[src/rtl/multicycle_sequencer.sv]
// Multicycle instruction sequencer: FETCH/DECODE/EXECUTE/MEMORY/WRITEBACK control with HALT.
// Define MULTICYCLE_SEQUENCER_RETIRE_CNT_EN to add the saturating instr_count output.
module multicycle_sequencer #(
    parameter int unsigned LAST_PC   = 20,
    parameter int unsigned MEM_DEPTH = 256
) (
    input  logic        clk,
    input  logic        rst_n,
    input  logic        start,
    input  logic        stall,
    input  logic [31:0] instruction,
    output logic [31:0] pc,
    output logic [31:0] ir,
    output logic        if_en,
    output logic        id_en,
    output logic        ex_en,
    output logic        mem_en,
    output logic        wb_en,
    output logic        done,
    output logic        illegal
`ifdef MULTICYCLE_SEQUENCER_RETIRE_CNT_EN
    ,
    output logic [31:0] instr_count
`endif
);

    typedef enum logic [2:0] {
        StIdle,
        StFetch,
        StDecode,
        StExecute,
        StMemory,
        StWriteback,
        StHalt
    } state_e;

    localparam logic [5:0]  OpRtype  = 6'h00;
    localparam logic [5:0]  OpLw     = 6'h23;
    localparam logic [5:0]  OpSw     = 6'h2B;
    localparam logic [31:0] LastPcW  = 32'(LAST_PC);
    localparam logic [31:0] LastWord = 32'(MEM_DEPTH - 1);

    state_e      state_q, state_d;
    logic [31:0] pc_q, pc_d;
    logic [31:0] ir_q, ir_d;
    logic        done_q, done_d;
    logic        illegal_q, illegal_d;
    logic        retire;
    logic [5:0]  opcode;

    assign opcode = ir_q[31:26];

    always_ff @(posedge clk or negedge rst_n) begin
        if (!rst_n) begin
            state_q   <= StIdle;
            pc_q      <= '0;
            ir_q      <= '0;
            done_q    <= 1'b0;
            illegal_q <= 1'b0;
        end else begin
            state_q   <= state_d;
            pc_q      <= pc_d;
            ir_q      <= ir_d;
            done_q    <= done_d;
            illegal_q <= illegal_d;
        end
    end

    always_comb begin
        state_d   = state_q;
        pc_d      = pc_q;
        ir_d      = ir_q;
        done_d    = done_q;
        illegal_d = illegal_q;
        retire    = 1'b0;
        if_en     = 1'b0;
        id_en     = 1'b0;
        ex_en     = 1'b0;
        mem_en    = 1'b0;
        wb_en     = 1'b0;

        unique case (state_q)
            StIdle: begin
                if (start) begin
                    state_d = StFetch;
                    pc_d    = '0;
                end
            end
            StFetch: begin
                if_en   = 1'b1;
                ir_d    = instruction;
                state_d = StDecode;
            end
            StDecode: begin
                id_en = 1'b1;
                if (opcode == OpRtype || opcode == OpLw || opcode == OpSw) begin
                    state_d = StExecute;
                end else begin
                    state_d   = StHalt;
                    illegal_d = 1'b1;
                end
            end
            StExecute: begin
                ex_en = 1'b1;
                if (!stall) begin
                    state_d = (opcode == OpRtype) ? StWriteback : StMemory;
                end
            end
            StMemory: begin
                mem_en = 1'b1;
                if (!stall) begin
                    if (opcode == OpLw) begin
                        state_d = StWriteback;
                    end else begin
                        retire = 1'b1;
                    end
                end
            end
            StWriteback: begin
                wb_en  = 1'b1;
                retire = 1'b1;
            end
            StHalt: begin
            end
            default: begin
                state_d = StIdle;
            end
        endcase

        // Completion takes priority over the end-of-memory overrun check.
        if (retire) begin
            if (pc_q == LastPcW) begin
                state_d = StHalt;
                done_d  = 1'b1;
            end else if (pc_q == LastWord) begin
                state_d   = StHalt;
                illegal_d = 1'b1;
            end else begin
                state_d = StFetch;
                pc_d    = pc_q + 32'd1;
            end
        end
    end

    assign pc      = pc_q;
    assign ir      = ir_q;
    assign done    = done_q;
    assign illegal = illegal_q;

`ifdef MULTICYCLE_SEQUENCER_RETIRE_CNT_EN
    logic [31:0] cnt_q;

    always_ff @(posedge clk or negedge rst_n) begin
        if (!rst_n) begin
            cnt_q <= '0;
        end else if (retire && cnt_q != 32'hFFFF_FFFF) begin
            cnt_q <= cnt_q + 32'd1;
        end
    end

    assign instr_count = cnt_q;
`endif

endmodule

[config.mk]
export PLATFORM = sky130hd
export DESIGN_NAME = multicycle_sequencer
export DESIGN_NICKNAME = d
export VERILOG_FILES = /design/src/rtl/multicycle_sequencer.sv
export SDC_FILE = /design/constraint.sdc
export NUM_CORES = 1
export LEC_CHECK = 0
export ABC_AREA = 1
export BUFFER_PORTS_ARGS = -buffer_cell sky130_fd_sc_hd__buf_2
export CAP_MARGIN = 20
export CORE_MARGIN = 1
export CORE_UTILIZATION = 42
export DETAILED_ROUTE_END_ITERATION = 8
export MAX_ROUTING_LAYER = met4
export PLACE_DENSITY = 0.74
export REMOVE_ABC_BUFFERS = 1
export SLEW_MARGIN = 20
export SYNTH_ARGS = -nofsm -noshare
export SYNTH_HDL_FRONTEND = slang
export SYNTH_SLANG_ARGS = --single-unit
[constraint.sdc]
create_clock -name clk -period 2.76 [get_ports clk]
set_clock_uncertainty 0.2 [all_clocks]
set_input_delay 0.414 -clock clk [delete_from_list [all_inputs] [get_ports clk]]
set_output_delay 0.414 -clock clk [all_outputs]
set_load 0.01 [all_outputs]
==> results of run 1 <==
metal layers:
metal / vias to the layer above / wire [µm] / GRT usage
li1: 1927 / - / -
met1: 1706 / 4670 / 0.302
met2: 167 / 4760 / 0.374
met3: 22 / 746 / 0.0369
met4: 0 / 244 / 0.0907
met5: - / 0 / -
worst max-delay path by stage:
stage | from | to | slack [ns] | depth (start not counted)
floorplan | state_q[0] | ir[0] | 0.23 | 5
global placement | pc[0] | state_q[0] | 0.69 | 10
detailed placement | state_q[2] | pc[0] | 0.65 | 6
CTS | pc[0] | state_q[2] | 0.62 | 11
global route | pc[0] | pc[30] | 0.41 | 9
finish | pc[0] | state_q[0] | 0.64 | 10
power by group through the flow:
stage	logic [mW]	registers (mW)	clock network (mW)
6_report	0.0498	1.01	1.00
3_5_place_dp	0.0507	1.03	0
5_1_grt	0.0580	1.01	1.07
4_1_cts	0.0517	1.01	1.02
2_1_floorplan	0.00205	1.03	0
3_3_place_gp	0.0499	1.03	0
through the flow:
stage | hold WS [ns] | worst slack [ns] | util | total power [mW]
after CTS | 0.0455 | 0.619 | 0.542 | 2.08
after detailed placement | 0.257 | 0.650 | 0.514 | 1.08
final | 0.0632 | 0.635 | 0.542 | 2.06
after floorplan | -0.0816 | 0.226 | - | 1.03
after global placement | 0.250 | 0.689 | 0.514 | 1.08
after global routing | 0.0599 | 0.414 | 0.542 | 2.14
area by class of cell:
type                    count  area [µm²]
clock buffers               9         124
clock inverters             6         113
fillers                   839        4070
inverters                  54         203
multi-input cells         413        1930
flip-flops and latches     69        1730
well taps                 108         135
repair buffers            111         583
layout by cell type (no fill, tap or decap):
master / instances
dlygate4sd3_1: 1
nor2_4: 2
nand3_1: 32
a21oi_1: 2
o21ai_0: 11
dfrtp_1: 69
o21ai_1: 4
nor2_1: 53
nand2_2: 2
clkinv_2: 1
o31ai_1: 6
clkbuf_8: 9
nand3_2: 4
ha_1: 2
inv_1: 49
o21bai_1: 1
buf_12: 1
nor3_1: 14
buf_2: 106
xnor2_1: 1
xor2_1: 26
o22ai_1: 1
nor2_2: 4
nand2_1: 234
bufinv_16: 3
nand4_1: 4
clkinv_4: 2
buf_4: 3
nor3_2: 2
o211ai_1: 3
a21oi_2: 2
inv_2: 5
nand2_4: 1
o21a_1: 1
nor3_4: 1
tightest hold or removal path, stage by stage:
cell and delay [ns]:
buf_2 0.07, nand2_1 0.04, nand2_1 0.05
flip-flops by register name (all words and copies together), names as in the netlist:
| name | flops |
|---|---|
| pc | 32 |
| state_q | 3 |
| done | 1 |
| illegal | 1 |
| ir | 32 |
logic make-up after synthesis:
group | count (synthesis)
DFF | 69
and+or+nand+nor | 353
buffers and inverters | 68
xor gates and xnor gates | 27
AOI/OAI and AO/OA | 31
adders and majority gates | 2
==> reports/metrics.cfg, run 1 <==
[outcome]
status = complete, no violations

[min_path]
min_to = ir[29]
holdPathStages = 3
hold_start = instruction[29]
holdCritPathClass = in -> reg

[detailed_routing]
drt-pass1-iter-count = 4
drt_iter0_drc = 170
routedWlPerCell_um = 13.5
routed_wl_mm = 10.4
vias_per_cell = 4.96
drc = 0
num_vias = 3822
postRouteAntennaNets = 0

[logic_synthesis]
avgSynthCellArea_um2 = 7.13
synthSimpleGateAreaFrac = 0.376
synth_top_area_cell = dfrtp_1
synth.area.mux_share = 0
synth.most_common_cell = nand2_1
ys_seq_elements = 69
synth_top_area_share = 0.440
synthXorXnorAreaFrac = 0.0603
syn_inst = 550
ys_types = 29
ys.flop_type = dfrtp_1
synth_top_family_by_area = simple AND/OR/NAND/NOR gates
synth_commonest_cells = nand2_1 (234), dfrtp_1 (69), nor2_1 (53), inv_1 (49), nand3_1 (32)
yosysSeqAreaShare = 0.440
ys_top_cells_by_area = dfrtp_1 (44%), nand2_1 (22%), xor2_1 (5.8%)
synth_compound_gate_area_share = 0.0488
yosys.area_share.adder = 0.00638
async_flop_share = 1.00
synthesis.area_um2 = 3920
yosys_warnings = 0
synth_edf_count = 0

[timing]
slew_headroom = 0.544
rsz0062_at_grt = false
timing.final.max_slew_violations = 0
post-route-period-util = 0.770
tightestPinTransition_ns = 0.683
fin_crit_ns = 2.12
fmax_mhz = 471
hold_viol = 0
setup_viol_count_final = 0
setup_tns_ns = 0

[cts]
clk_pin_slew_worst_paths_ns = 0.08
clock_sinks = 69
cts_made_buffers = 9
cts_max_level = 3
clock_path_buffers = 2
root_buffer = clkbuf_8
post_cts_buffers = 0
cts_tree = done
cts_hold_buf = 1
cts-resized-gates = 0
insertion_delay_ns = 0.34

[global_routing]
antenna_found_initial = 0
overflow = 0
track_usage = 0.235
grt_pass1_wl_mm = 17.6
grt_pass1_vias = 3764
grt_max_degree = 70

[worst_setup_path]
cp_max_fo = 8
reg2reg_depth = 10
slowest_delay_ns = 0.47
end_kind = flip-flop
criticalPathCategory = reg -> reg
r2r-start = pc[0]
critPathSlowestCell = dfrtp_1
critPathTopFamily = simple AND/OR/NAND/NOR gates
path_buf_inv = 1
r2r_slack_ns = 0.64
startpoint_type = flip-flop
cp.arrival_ns = 2.16
cp_common_cell = nand2_1
r2r-end = state_q[0]
required_ns = 2.80
path_cells = ha_1, nand3_2, inv_2, nand2_2, nor2_4, nand2_4, nand3_2, nand2_1, nand2_1, nand2_1

[floorplan]
die-area_um2 = 9730
num_io_pins = 107
row_count = 34
coreArea_um2 = 8890
die_x_um = 98.7
initial_core_util = 0.441
die_y_um = 98.7

[pwr]
power_switching_uw = 431
powerDensity_nw_per_um2 = 428
leakage_nw = 2.42
power_frac_seq = 0.490
intPower_mw = 1.63
comb_power_share = 0.024
clock_power_share = 0.485
p_sw_frac = 0.209
ir_worst_vdd_mv = 0.258

[finish]
layout.nets = 696
fin_cells = 770
n_antenna_cell = 0
syn_to_final_growth_pct = 22.8
final_area_um2 = 4820
drive_above_1_share = 0.224

[placement]
placed_cells = 754
place_area_um2 = 4570
routabilityCongestion = 0.942
port_buffers = 106
hpwlAfterDp_mm = 7.81

[run]
drv_cap = 0

No activity file was read; power rests on OpenSTA's default activity.
==> inputs of run 2 (changes only) <==
ABC_AREA = 0   (was 1)
PLACE_DENSITY = 0.78   (was 0.74)
clock period = 1.7 ns   (was 2.76 ns; I/O delays follow)
==> run 2 against run 1 <==
The run now ends with negative setup slack left. Worst setup slack got worse by 1.2 ns. Die area decreased by 14%. Power increased to 4.5 times the previous value. Cell area increased by 31%. Clock-buffer cell count increased by 3. Critical path depth decreased by 3. Fmax decreased by 7.7%. Non-clock buffer count increased by 162. Critical endpoint is now pc[31]. Largest power group is now combinational cells.
==> reports/metrics.cfg, run 2 <==
[outcome]
status = finished, violations left
failed_checks = negative setup slack

[detailed_routing]
drt_iter0_drc = 555  ; +230%
num_vias = 4602  ; +20%
vias_per_cell = 6.77  ; +36%
drt-pass1-iter-count = 6  ; +2
routedWlPerCell_um = 27.2  ; +100%
routed_wl_mm = 18.5  ; +78%
postRouteAntennaNets = 0  ; unchanged
drc = 0  ; unchanged

[finish]
final_core_util = 0.812  ; +0.270
mostFrequentLayoutCells = buf_2 (105), buf_4 (87), dfrtp_1 (67)
drive_above_1_share = 0.610  ; +0.386
final_common_cell = buf_2
final_area_um2 = 6310  ; +31%
syn_to_final_growth_pct = 86.6
layout.nets = 610  ; -12%
num-fill-cells = 350  ; -58%

[pwr]
ir_worst_vdd_mv = 1.24  ; +380%
leakage_nw = 3.07  ; +27%
power.total_mw = 9.24  ; +350%
powerDensity_nw_per_um2 = 1460  ; +240%

[worst_setup_path]
startpoint_type = flip-flop
r2r_slack_ns = -0.60  ; -1.24 ns
required_ns = 1.80  ; -1.00 ns
cp_common_cell = buf_4
end_kind = flip-flop
slowest_delay_ns = 0.48  ; about the same
criticalPathCategory = reg -> reg
critPathSlowestCell = dfrtp_1
path_cells = buf_4, nand3_1, nor4_4, buf_4, nand4_1, or4_1, nand2_1
cp.arrival_ns = 2.40  ; +0.24 ns
cp_max_fo = 6  ; -2

[logic_synthesis]
synthesis.area_um2 = 3380  ; -14%
synthSimpleGateAreaFrac = 0.184  ; -0.191
synthXorXnorAreaFrac = 0.00259  ; -0.0577
avgSynthCellArea_um2 = 11.2  ; +57%
synth_top_area_share = 0.511  ; +0.0709
synth_edf_count = 0  ; unchanged
synth_commonest_cells = dfrtp_1 (69), mux2_2 (33), nand2_1 (24)
yosysSeqAreaShare = 0.511  ; +0.0709
ys_seq_elements = 69  ; unchanged
syn_inst = 302  ; -45%
synth.area.mux_share = 0.141  ; +0.141
synth_compound_gate_area_share = 0.124  ; +0.0752
ys_types = 45  ; +55%
yosys.area_share.adder = 0.00740  ; +0.00103
synth_top_area_cell = dfrtp_1
synth.most_common_cell = dfrtp_1
ys_top_cells_by_area = dfrtp_1 (51%), mux2_2 (11%), o211ai_1 (3.3%)
async_flop_share = 1.00  ; unchanged
yosys_warnings = 0  ; unchanged
synth_top_family_by_area = simple AND/OR/NAND/NOR gates
ys.flop_type = dfrtp_1

[global_routing]
grt_pass1_wl_mm = 22.9  ; +31%
track_usage = 0.371  ; +0.137
grt_max_degree = 32  ; -54%
antenna_found_initial = 0  ; unchanged
grt_pass1_vias = 4245  ; +13%
overflow = 0  ; unchanged

[cts]
root_buffer = clkbuf_8
insertion_delay_ns = 0.37  ; +0.03 ns
cts_made_buffers = 9  ; unchanged
clk_pin_slew_worst_paths_ns = 0.09  ; about the same
cts_tree = done
clock_sinks = 69  ; unchanged
cts_max_level = 3  ; unchanged
clock_path_buffers = 2  ; unchanged

[floorplan]
num_io_pins = 107  ; unchanged
die_x_um = 91.7  ; -7.0%
die_y_um = 91.7  ; -7.0%
row_count = 32  ; -5.9%
die-area_um2 = 8410  ; -14%
initial_core_util = 0.435  ; -0.00623
coreArea_um2 = 7770  ; -13%

[placement]
hpwlAfterDp_mm = 7.00  ; -10%
routabilityCongestion = 0.918  ; -2.5%
place_area_um2 = 4620  ; +0.99%
port_buffers = 106  ; unchanged

[timing]
setup_viol_count_final = 75  ; +75
rsz0062_at_grt = true
hold_viol = 0  ; unchanged
fin_crit_ns = 2.30  ; +0.176 ns
fmax_mhz = 435  ; -7.7%
tightestPinTransition_ns = 0.523  ; -0.161 ns
post-route-period-util = 1.35  ; +0.584
slew_headroom = 0.652  ; +0.108
fin_ws_ns = -0.601  ; -1.24 ns
timing.final.max_slew_violations = 0  ; unchanged

[run]
drv_cap = 0  ; unchanged

[min_path]
holdCritPathClass = in -> async

[run 2: changes by cell type after synthesis, moves of 8 or more]
cell / previous run / this run
o211ai_1: 3 / 15
nand4_1: 4 / 12
mux2i_1: 0 / 9
nand3_1: 32 / 15
nor4_1: 0 / 9
o31ai_1: 6 / 15
nor2_1: 53 / 12
xor2_1: 26 / 0
mux2_2: 0 / 33
nand2_1: 234 / 24
inv_1: 49 / 5
[run 2: worst paths after layout]
path | from | to | cells past startpoint
worst min register to register | illegal | illegal | 1
max in group asynchronous | rst_n | pc[25] | 3
min in group clk | start | pc[12] | 3
worst min-delay path | rst_n | ir[20] | 2
worst max-delay path | pc[16] | pc[31] | 7
worst max register to register | pc[16] | pc[31] | 7
[run 2: layout make-up]
class / count / area, µm² / area share
Antenna cell: 1 / 2.50 / 0.000397
Multi-Input combinational cell: 214 / 2050 / 0.325
Clock inverter: 4 / 70.1 / 0.0111
Timing Repair Buffer: 273 / 2150 / 0.341
Tap cell: 102 / 128 / 0.0202
Inverter: 5 / 21.3 / 0.00337
Clock buffer: 12 / 155 / 0.0246
Sequential cell: 69 / 1730 / 0.274
[run 2: stage by stage]
step                setup WS [ns]  hold slack [ns]  TNS [ns]  std cells
floorplan                   -1.09           -0.241    -52.90        288
detailed placement         -0.394           0.0453    -10.73        578
CTS                        -0.284            0.165     -9.72        657
finish                     -0.601            0.191    -25.29        680
global placement           -0.326           0.0412     -9.53        578
global route               -0.720            0.227    -26.76        679
[run 2: logic make-up after synthesis]
family	Yosys count
flip-flops	69
buffers and inverters	19
multiplexers	43
adder cells (fa/ha/maj)	2
XOR/XNOR	1
AND/OR/NAND/NOR	109
AO/OA/AOI/OAI	59
[run 2: per-layer routing]
metal,part of all wire,track usage,vias to the layer above
li1,-,-,1696
met3,0.12,0.105,230
met5,0,-,-
met4,0.094,0.204,0
met2,0.44,0.598,518
met1,0.34,0.419,2158
[run 2: timing repair]
action / in CTS / in global routing
gates resized for setup: 111 / 68
endpoints found under the setup margin: 74 / 75
pin swaps: 22 / 25
hold endpoints to repair: 48 / 0
hold buffers: 33 / 0
setup buffers: 26 / 27
gates cloned: 4 / 4
[run 2: power breakdown]
group | total (mW) | switching, mW | internal, mW
logic | 4.98 | 2.37 | 2.61
registers | 2.61 | 0.471 | 2.13
clock network | 1.65 | 0.747 | 0.905
[run 2: worst max-delay path, delay by kind of cell (launching register included)]
| family | cells | cell delay [ns] |
|---|---|---|
| flip-flops | 1 | 0.48 |
| buffers and inverters | 2 | 0.38 |
| AND/OR/NAND/NOR | 5 | 1.18 |
